===== src/rtl/digit_serial_addsub_if.sv =====
// Operand/result bus between a controlling FSM and the digit-serial add/sub unit.
// Latency: none, this is wiring only.
// Backpressure: none; the start/done handshake is the only flow control.
interface digit_serial_addsub_if #(
    parameter int WIDTH = 8
);
    logic             iStart;
    logic             iSub;
    logic [WIDTH-1:0] iA;
    logic [WIDTH-1:0] iB;
    logic             iC;
    logic [WIDTH-1:0] oS;
    logic             oC;
    logic             oV;
    logic             oBusy;
    logic             oDone;

    // Controller side: issues operations and watches for completion.
    modport master (
        output iStart, iSub, iA, iB, iC,
        input  oS, oC, oV, oBusy, oDone
    );

    // Arithmetic unit side.
    modport slave (
        input  iStart, iSub, iA, iB, iC,
        output oS, oC, oV, oBusy, oDone
    );
endinterface


===== src/rtl/digit_serial_addsub.sv =====
// Digit-serial adder/subtractor: DIGIT bits per cycle, LSB digit first, registered carry.
// Latency: WIDTH/DIGIT cycles from the accepting edge to the edge entering DONE.
// Backpressure: iStart is ignored while busy; a new op is accepted in IDLE or DONE.
module digit_serial_addsub #(
    parameter int WIDTH = 8,
    parameter int DIGIT = 2
) (
    input  logic                  iClk,
    input  logic                  iRst,
    digit_serial_addsub_if.slave  bus
);
    localparam int N     = WIDTH / DIGIT;
    localparam int CNT_W = (N > 1) ? $clog2(N) : 1;

    typedef enum logic [1:0] {
        IDLE = 2'd0,
        RUN  = 2'd1,
        DONE = 2'd2
    } state_t;

    state_t             state_q, state_d;
    logic [CNT_W-1:0]   cnt_q, cnt_d;
    logic               carry_q, carry_d;
    logic [WIDTH-1:0]   a_q, a_d;
    logic [WIDTH-1:0]   b_q, b_d;
    logic [WIDTH-1:0]   sum_q, sum_d;
    logic [WIDTH-1:0]   s_q, s_d;
    logic               c_q, c_d;
    logic               v_q, v_d;
    logic               busy_q, busy_d;
    logic               done_q, done_d;

    logic [DIGIT-1:0]   slice_a;
    logic [DIGIT-1:0]   slice_b;
    logic [DIGIT:0]     slice_sum;
    logic               msb_cin;
    logic [WIDTH-1:0]   sum_next;
    logic               last_digit;

    // Datapath for one digit: operands are consumed from the bottom, results enter at the top.
    always_comb begin
        slice_a   = a_q[DIGIT-1:0];
        slice_b   = b_q[DIGIT-1:0];
        slice_sum = {1'b0, slice_a} + {1'b0, slice_b} + {{DIGIT{1'b0}}, carry_q};
        // Carry into the top bit of this digit, recovered from sum = a ^ b ^ cin.
        msb_cin   = slice_sum[DIGIT-1] ^ slice_a[DIGIT-1] ^ slice_b[DIGIT-1];
        sum_next  = (sum_q >> DIGIT)
                  | ({{(WIDTH-DIGIT){1'b0}}, slice_sum[DIGIT-1:0]} << (WIDTH - DIGIT));
        last_digit = (cnt_q == CNT_W'(N - 1));
    end

    // Next-state and next-output logic for the IDLE/RUN/DONE controller.
    always_comb begin
        state_d = state_q;
        cnt_d   = cnt_q;
        carry_d = carry_q;
        a_d     = a_q;
        b_d     = b_q;
        sum_d   = sum_q;
        s_d     = s_q;
        c_d     = c_q;
        v_d     = v_q;
        busy_d  = busy_q;
        done_d  = 1'b0;

        unique case (state_q)
            IDLE, DONE: begin
                busy_d = 1'b0;
                if (state_q == DONE) begin
                    state_d = IDLE;
                end
                if (bus.iStart) begin
                    state_d = RUN;
                    busy_d  = 1'b1;
                    a_d     = bus.iA;
                    b_d     = bus.iSub ? ~bus.iB : bus.iB;
                    carry_d = bus.iSub ? 1'b1 : bus.iC;
                    cnt_d   = '0;
                end
            end
            RUN: begin
                a_d     = a_q >> DIGIT;
                b_d     = b_q >> DIGIT;
                sum_d   = sum_next;
                carry_d = slice_sum[DIGIT];
                cnt_d   = cnt_q + CNT_W'(1);
                if (last_digit) begin
                    state_d = DONE;
                    busy_d  = 1'b0;
                    done_d  = 1'b1;
                    s_d     = sum_next;
                    c_d     = slice_sum[DIGIT];
                    v_d     = slice_sum[DIGIT] ^ msb_cin;
                end
            end
            default: begin
                state_d = IDLE;
                busy_d  = 1'b0;
            end
        endcase
    end

    // State register; reset wins over any pending start and aborts a running op.
    always_ff @(posedge iClk) begin
        if (iRst) begin
            state_q <= IDLE;
            cnt_q   <= '0;
            carry_q <= 1'b0;
            a_q     <= '0;
            b_q     <= '0;
            sum_q   <= '0;
            s_q     <= '0;
            c_q     <= 1'b0;
            v_q     <= 1'b0;
            busy_q  <= 1'b0;
            done_q  <= 1'b0;
        end else begin
            state_q <= state_d;
            cnt_q   <= cnt_d;
            carry_q <= carry_d;
            a_q     <= a_d;
            b_q     <= b_d;
            sum_q   <= sum_d;
            s_q     <= s_d;
            c_q     <= c_d;
            v_q     <= v_d;
            busy_q  <= busy_d;
            done_q  <= done_d;
        end
    end

    assign bus.oS    = s_q;
    assign bus.oC    = c_q;
    assign bus.oV    = v_q;
    assign bus.oBusy = busy_q;
    assign bus.oDone = done_q;
endmodule


===== src/flat_wrapper.sv =====
// flat-port wrapper written by rule: the top's interface ports become plain ports
module digit_serial_addsub_flat 
#(
    parameter int WIDTH = 8,
    parameter int DIGIT = 2
)
  (iClk, iRst, bus_iStart, bus_iSub, bus_iA, bus_iB, bus_iC, bus_oS, bus_oC, bus_oV, bus_oBusy, bus_oDone);
  digit_serial_addsub_if #(.WIDTH(WIDTH)) bus_i ();
  input  logic iClk;
  input  logic iRst;
  input wire logic [$bits(bus_i.iStart)-1:0] bus_iStart;
  input wire logic [$bits(bus_i.iSub)-1:0] bus_iSub;
  input wire logic [$bits(bus_i.iA)-1:0] bus_iA;
  input wire logic [$bits(bus_i.iB)-1:0] bus_iB;
  input wire logic [$bits(bus_i.iC)-1:0] bus_iC;
  output wire logic [$bits(bus_i.oS)-1:0] bus_oS;
  output wire logic [$bits(bus_i.oC)-1:0] bus_oC;
  output wire logic [$bits(bus_i.oV)-1:0] bus_oV;
  output wire logic [$bits(bus_i.oBusy)-1:0] bus_oBusy;
  output wire logic [$bits(bus_i.oDone)-1:0] bus_oDone;
  assign bus_i.iStart = bus_iStart;
  assign bus_i.iSub = bus_iSub;
  assign bus_i.iA = bus_iA;
  assign bus_i.iB = bus_iB;
  assign bus_i.iC = bus_iC;
  assign bus_oS = bus_i.oS;
  assign bus_oC = bus_i.oC;
  assign bus_oV = bus_i.oV;
  assign bus_oBusy = bus_i.oBusy;
  assign bus_oDone = bus_i.oDone;
  digit_serial_addsub #(.WIDTH(WIDTH), .DIGIT(DIGIT)) u_core (.iClk(iClk), .iRst(iRst), .bus(bus_i));
endmodule

===== config.mk =====
export PLATFORM = sky130hd
export DESIGN_NAME = digit_serial_addsub_flat
export DESIGN_NICKNAME = d
export VERILOG_FILES = /design/src/rtl/digit_serial_addsub_if.sv /design/src/rtl/digit_serial_addsub.sv /design/src/flat_wrapper.sv
export SDC_FILE = /design/constraint.sdc
export NUM_CORES = 1
export LEC_CHECK = 0
export ABC_AREA = 1
export CAP_MARGIN = 20
export CORE_AREA = 2 2 62 64
export CTS_CLUSTER_SIZE = 12
export DETAILED_ROUTE_END_ITERATION = 16
export DIE_AREA = 0 0 64 66
export PLACE_DENSITY = 0.85
export RECOVER_POWER = 100
export SKIP_CTS_REPAIR_TIMING = 1
export SLEW_MARGIN = 20
export SYNTH_ARGS = -nofsm -noshare
export SYNTH_HDL_FRONTEND = slang
export SYNTH_SLANG_ARGS = --single-unit

===== constraint.sdc =====
create_clock -name iClk -period 3 [get_ports iClk]
set_clock_uncertainty 0.1 [all_clocks]
set_input_delay 0.75 -clock iClk [delete_from_list [all_inputs] [get_ports iClk]]
set_output_delay 0.75 -clock iClk [all_outputs]
set_load 0.02 [all_outputs]

==> flow_summary_export.csv <==
group,metric,value,unit
global_route,grt_pass1_vias,1386,
clocking,insertion_delay,0.34,ns
status,status,"completed",
logic_synthesis,synth_warnings,0,
logic_synthesis,synth_nets,248,
detailed_routing,wl_per_cell,10.2,µm
placed_design,place_area,2010,µm²
logic_synthesis,synthArstFlopShare,0,%
sta,fin_tns_setup,0,ns
sta,max_slew_margin,54.2,%
logic_synthesis,syn_area,1650,µm²
detailed_routing,drt_iter0_drc,78,
global_route,grt_pass1_wl,5660,µm
clocking,clkTransAtPathRegs,0.10,ns
clocking,cts_tree,"yes",
logic_synthesis,synth_edf_count,0,
setup_path,timing.rr.start,"u_core.b_q[0]$_SDFFE_PP0P_",
setup_path,reg2reg_to,"u_core.bus.oV$_SDFFE_PP0P_",
global_route,top_usage_layer,"met2",
power,pwr_density_cell,465,nW/µm²
sta,slew_viol_final,0,
detailed_routing,viasPerCell,4.84,
logic_synthesis,yosysSeqAreaShare,47.3,%
sta,tightest_slew,0.687,ns
logic_synthesis,synth_commonest_cells,"nand2_1 (78), dfxtp_1 (39), inv_1 (21), nor2_1 (15), o21ai_0 (13)",
global_route,grt_overflow_total,0,
global_route,grt_max_degree,25,
placed_design,gp_congestion,0.816,
detailed_routing,via_count,1475,
setup_path,critPathMaxStageDelay,0.53,ns
global_route,met1_usage,18.9,%
logic_synthesis,synthCells,224,
logic_synthesis,synth_top_area_share,47.3,%
global_route,grt_util_all_layers,17.4,%
logic_synthesis,synth.avg_cell_area,7.37,µm²
floorplan,ios,33,
clocking,cts_max_path_buffers,2,
min_path,hold_path_class,"flip-flop to flip-flop",
final_layout,multi_input_area,741,µm²
sta,hold_viol_final,0,
detailed_routing,drc,0,
floorplan,die_y,66,µm
setup_path,worstSetupStartpointType,"primary input",
final_layout,antennaDiodeCount,0,
floorplan,start_util,46.5,%
sta,finalWorstSetupSlack,0.715,ns
power,ir_drop,0.241,mV
logic_synthesis,synthFlopType,"dfxtp_1",
final_layout,nFillCells,345,
detailed_routing,firstDrtPassIters,4,
logic_synthesis,ys_ff_latch,39,
logic_synthesis,yosys.area.top_type,"dfxtp_1",
setup_path,cp_slowest_cell,"clkbuf_1",
setup_path,critPathMaxFanout,24,
setup_path,critPathCaptureType,"flip-flop",
floorplan,dieWidth,64,µm
sta,finalCritPeriodShare,76.2,%
logic_synthesis,synth_cell_types,22,
power,finalPower,953,µW
final_layout,final_cell_area,2050,µm²
min_path,min-delay-start,"u_core.a_q[7]$_SDFFE_PP0P_",
placed_design,portBuffers,32,
logic_synthesis,synth.most_common_cell,"nand2_1",
final_layout,syn2layout_area_growth,24.0,%
power,power_leakage,0.000939,µW
final_layout,seq_area,781,µm²
run,cap_violations,0,
logic_synthesis,synth_area_leaders,"dfxtp_1 (47%), nand2_1 (18%), inv_1 (4.8%)",
floorplan,dieArea,4220,µm²
final_layout,final_core_util,57.7,%
detailed_routing,final_antenna_net_count,0,
global_route,grt_util_met2,31.1,%
clocking,numCtsBuffers,5,
placed_design,hpwl,2270,µm
final_layout,nets,282,
setup_path,ff2ff_setup_slack,0.96,ns
setup_path,critPathRequiredTime,3.14,ns
setup_path,crit_type,"primary input to flip-flop",
clocking,htree_num_levels,2,
sta,setup_viol,0,
global_route,use_met3,4.09,%
placed_design,dp_slack,0.757,ns
setup_path,ff2ff_path_depth,9,
sta,final.min_clock_period,2.29,ns
detailed_routing,drt_wl_total,3110,µm
clocking,cts_root_buf,"clkbuf_4",
sta,max_freq,438,MHz
clocking,cts.sinks,39,
global_route,antenna_found_initial,0,
final_layout,layout-drive-gt1-share,5.45,%
sta,rsz0062_at_grt,"no",
setup_path,worstPathCellList,"dlygate4sd3_1 -> clkbuf_1 -> inv_1 -> buf_4 -> nand2_1 -> inv_1 -> nand2_1 -> nand2_1",
setup_path,arrival,2.43,ns
floorplan,core,3550,µm²
setup_path,crit_top_cell,"nand2_1",
min_path,holdPathEnd,"u_core.a_q[7]$_SDFFE_PP0P_",
min_path,worstHoldPathCells,2,
floorplan,rows,22,
## cell families (layout without fill, tap and decap cells)
family / after synthesis / after routing / share of synthesized area (%)
simple gates: 110 / 110 / 27.0
compound gates: 34 / 34 / 11.0
buf+inv: 31 / 64 / 7.88
xor+xnor: 7 / 7 / 3.71
fa+ha+maj: 3 / 3 / 3.18
flops: 39 / 39 / 47.3
## cells in the final DEF, fill, tap and decap left out, drive strengths merged
cell / instances
nand2: 80
dfxtp: 39
inv: 23
clkdlybuf4s50: 19
nor2: 17
o21ai: 14
dlygate4sd3: 13
a21oi: 12
nand3: 12
a31oi: 7
xor2: 7
clkbuf: 7
fa: 2
buf: 2
or2: 1
o21a: 1
ha: 1
## metrics by stage
step | cells | hold WS (ns)
2_1_floorplan | 224 | 0.329
3_3_place_gp | 299 | 0.350
3_5_place_dp | 299 | 0.355
4_1_cts | 305 | 0.369
5_1_grt | 305 | 0.383
6_report | 305 | 0.365
## registers in the layout (all words and copies together) (netlist names)
signal and flops:
u_core.bus.oV 1, u_core.bus.oBusy 1, u_core.a_q 8, u_core.carry_q 1, u_core.cnt_q 2, u_core.b_q 8, u_core.state_q 2, u_core.bus.oS 8
u_core.bus.oC 1, u_core.bus.oDone 1, u_core.sum_q 6
## worst max path at each step
stage / start / endpoint / slack (ns) / depth (start not counted)
floorplan: u_core.b_q[0]$_SDFFE_PP0P_ / u_core.bus.oV$_SDFFE_PP0P_ / 1.12 / 9
detailed placement: bus_iSub / u_core.b_q[0]$_SDFFE_PP0P_ / 0.76 / 6
global route: iRst / u_core.bus.oS[3]$_SDFFE_PP0P_ / 0.60 / 8
finish: iRst / u_core.bus.oS[4]$_SDFFE_PP0P_ / 0.71 / 8
CTS: u_core.bus.oS[4]$_SDFFE_PP0P_ / bus_oS[4] / 0.84 / 1
global placement: bus_iSub / u_core.b_q[0]$_SDFFE_PP0P_ / 0.80 / 6
## worst max-delay path, delay by kind of cell
family | cells | cell delay, ns
and+or+nand+nor | 3 | 0.22
buffers and inverters | 5 | 1.45
## power breakdown
group	internal (µW)	leakage (µW)	switching, µW	total, µW
logic	67.4	0.000596	85.3	153
clock network	83.4	0.0000242	154	237
registers	546	0.000319	16.6	563
total	697	0.000939	256	953
## area by class of cell
type	count	share of cell area, %
multi-input cells	154	36.2
well taps	48	2.93
inverters	23	4.22
repair buffers	35	16.6
clock buffers	6	2.02
flip-flops and latches	39	38.1
## metal layers
layer | up-vias | wire, µm
li1 | 766 | -
met1 | 669 | 1360
met2 | 33 | 1540
met3 | 7 | 147
met4 | 0 | 67
met5 | - | 0
No activity file was read; power rests on OpenSTA's default activity.
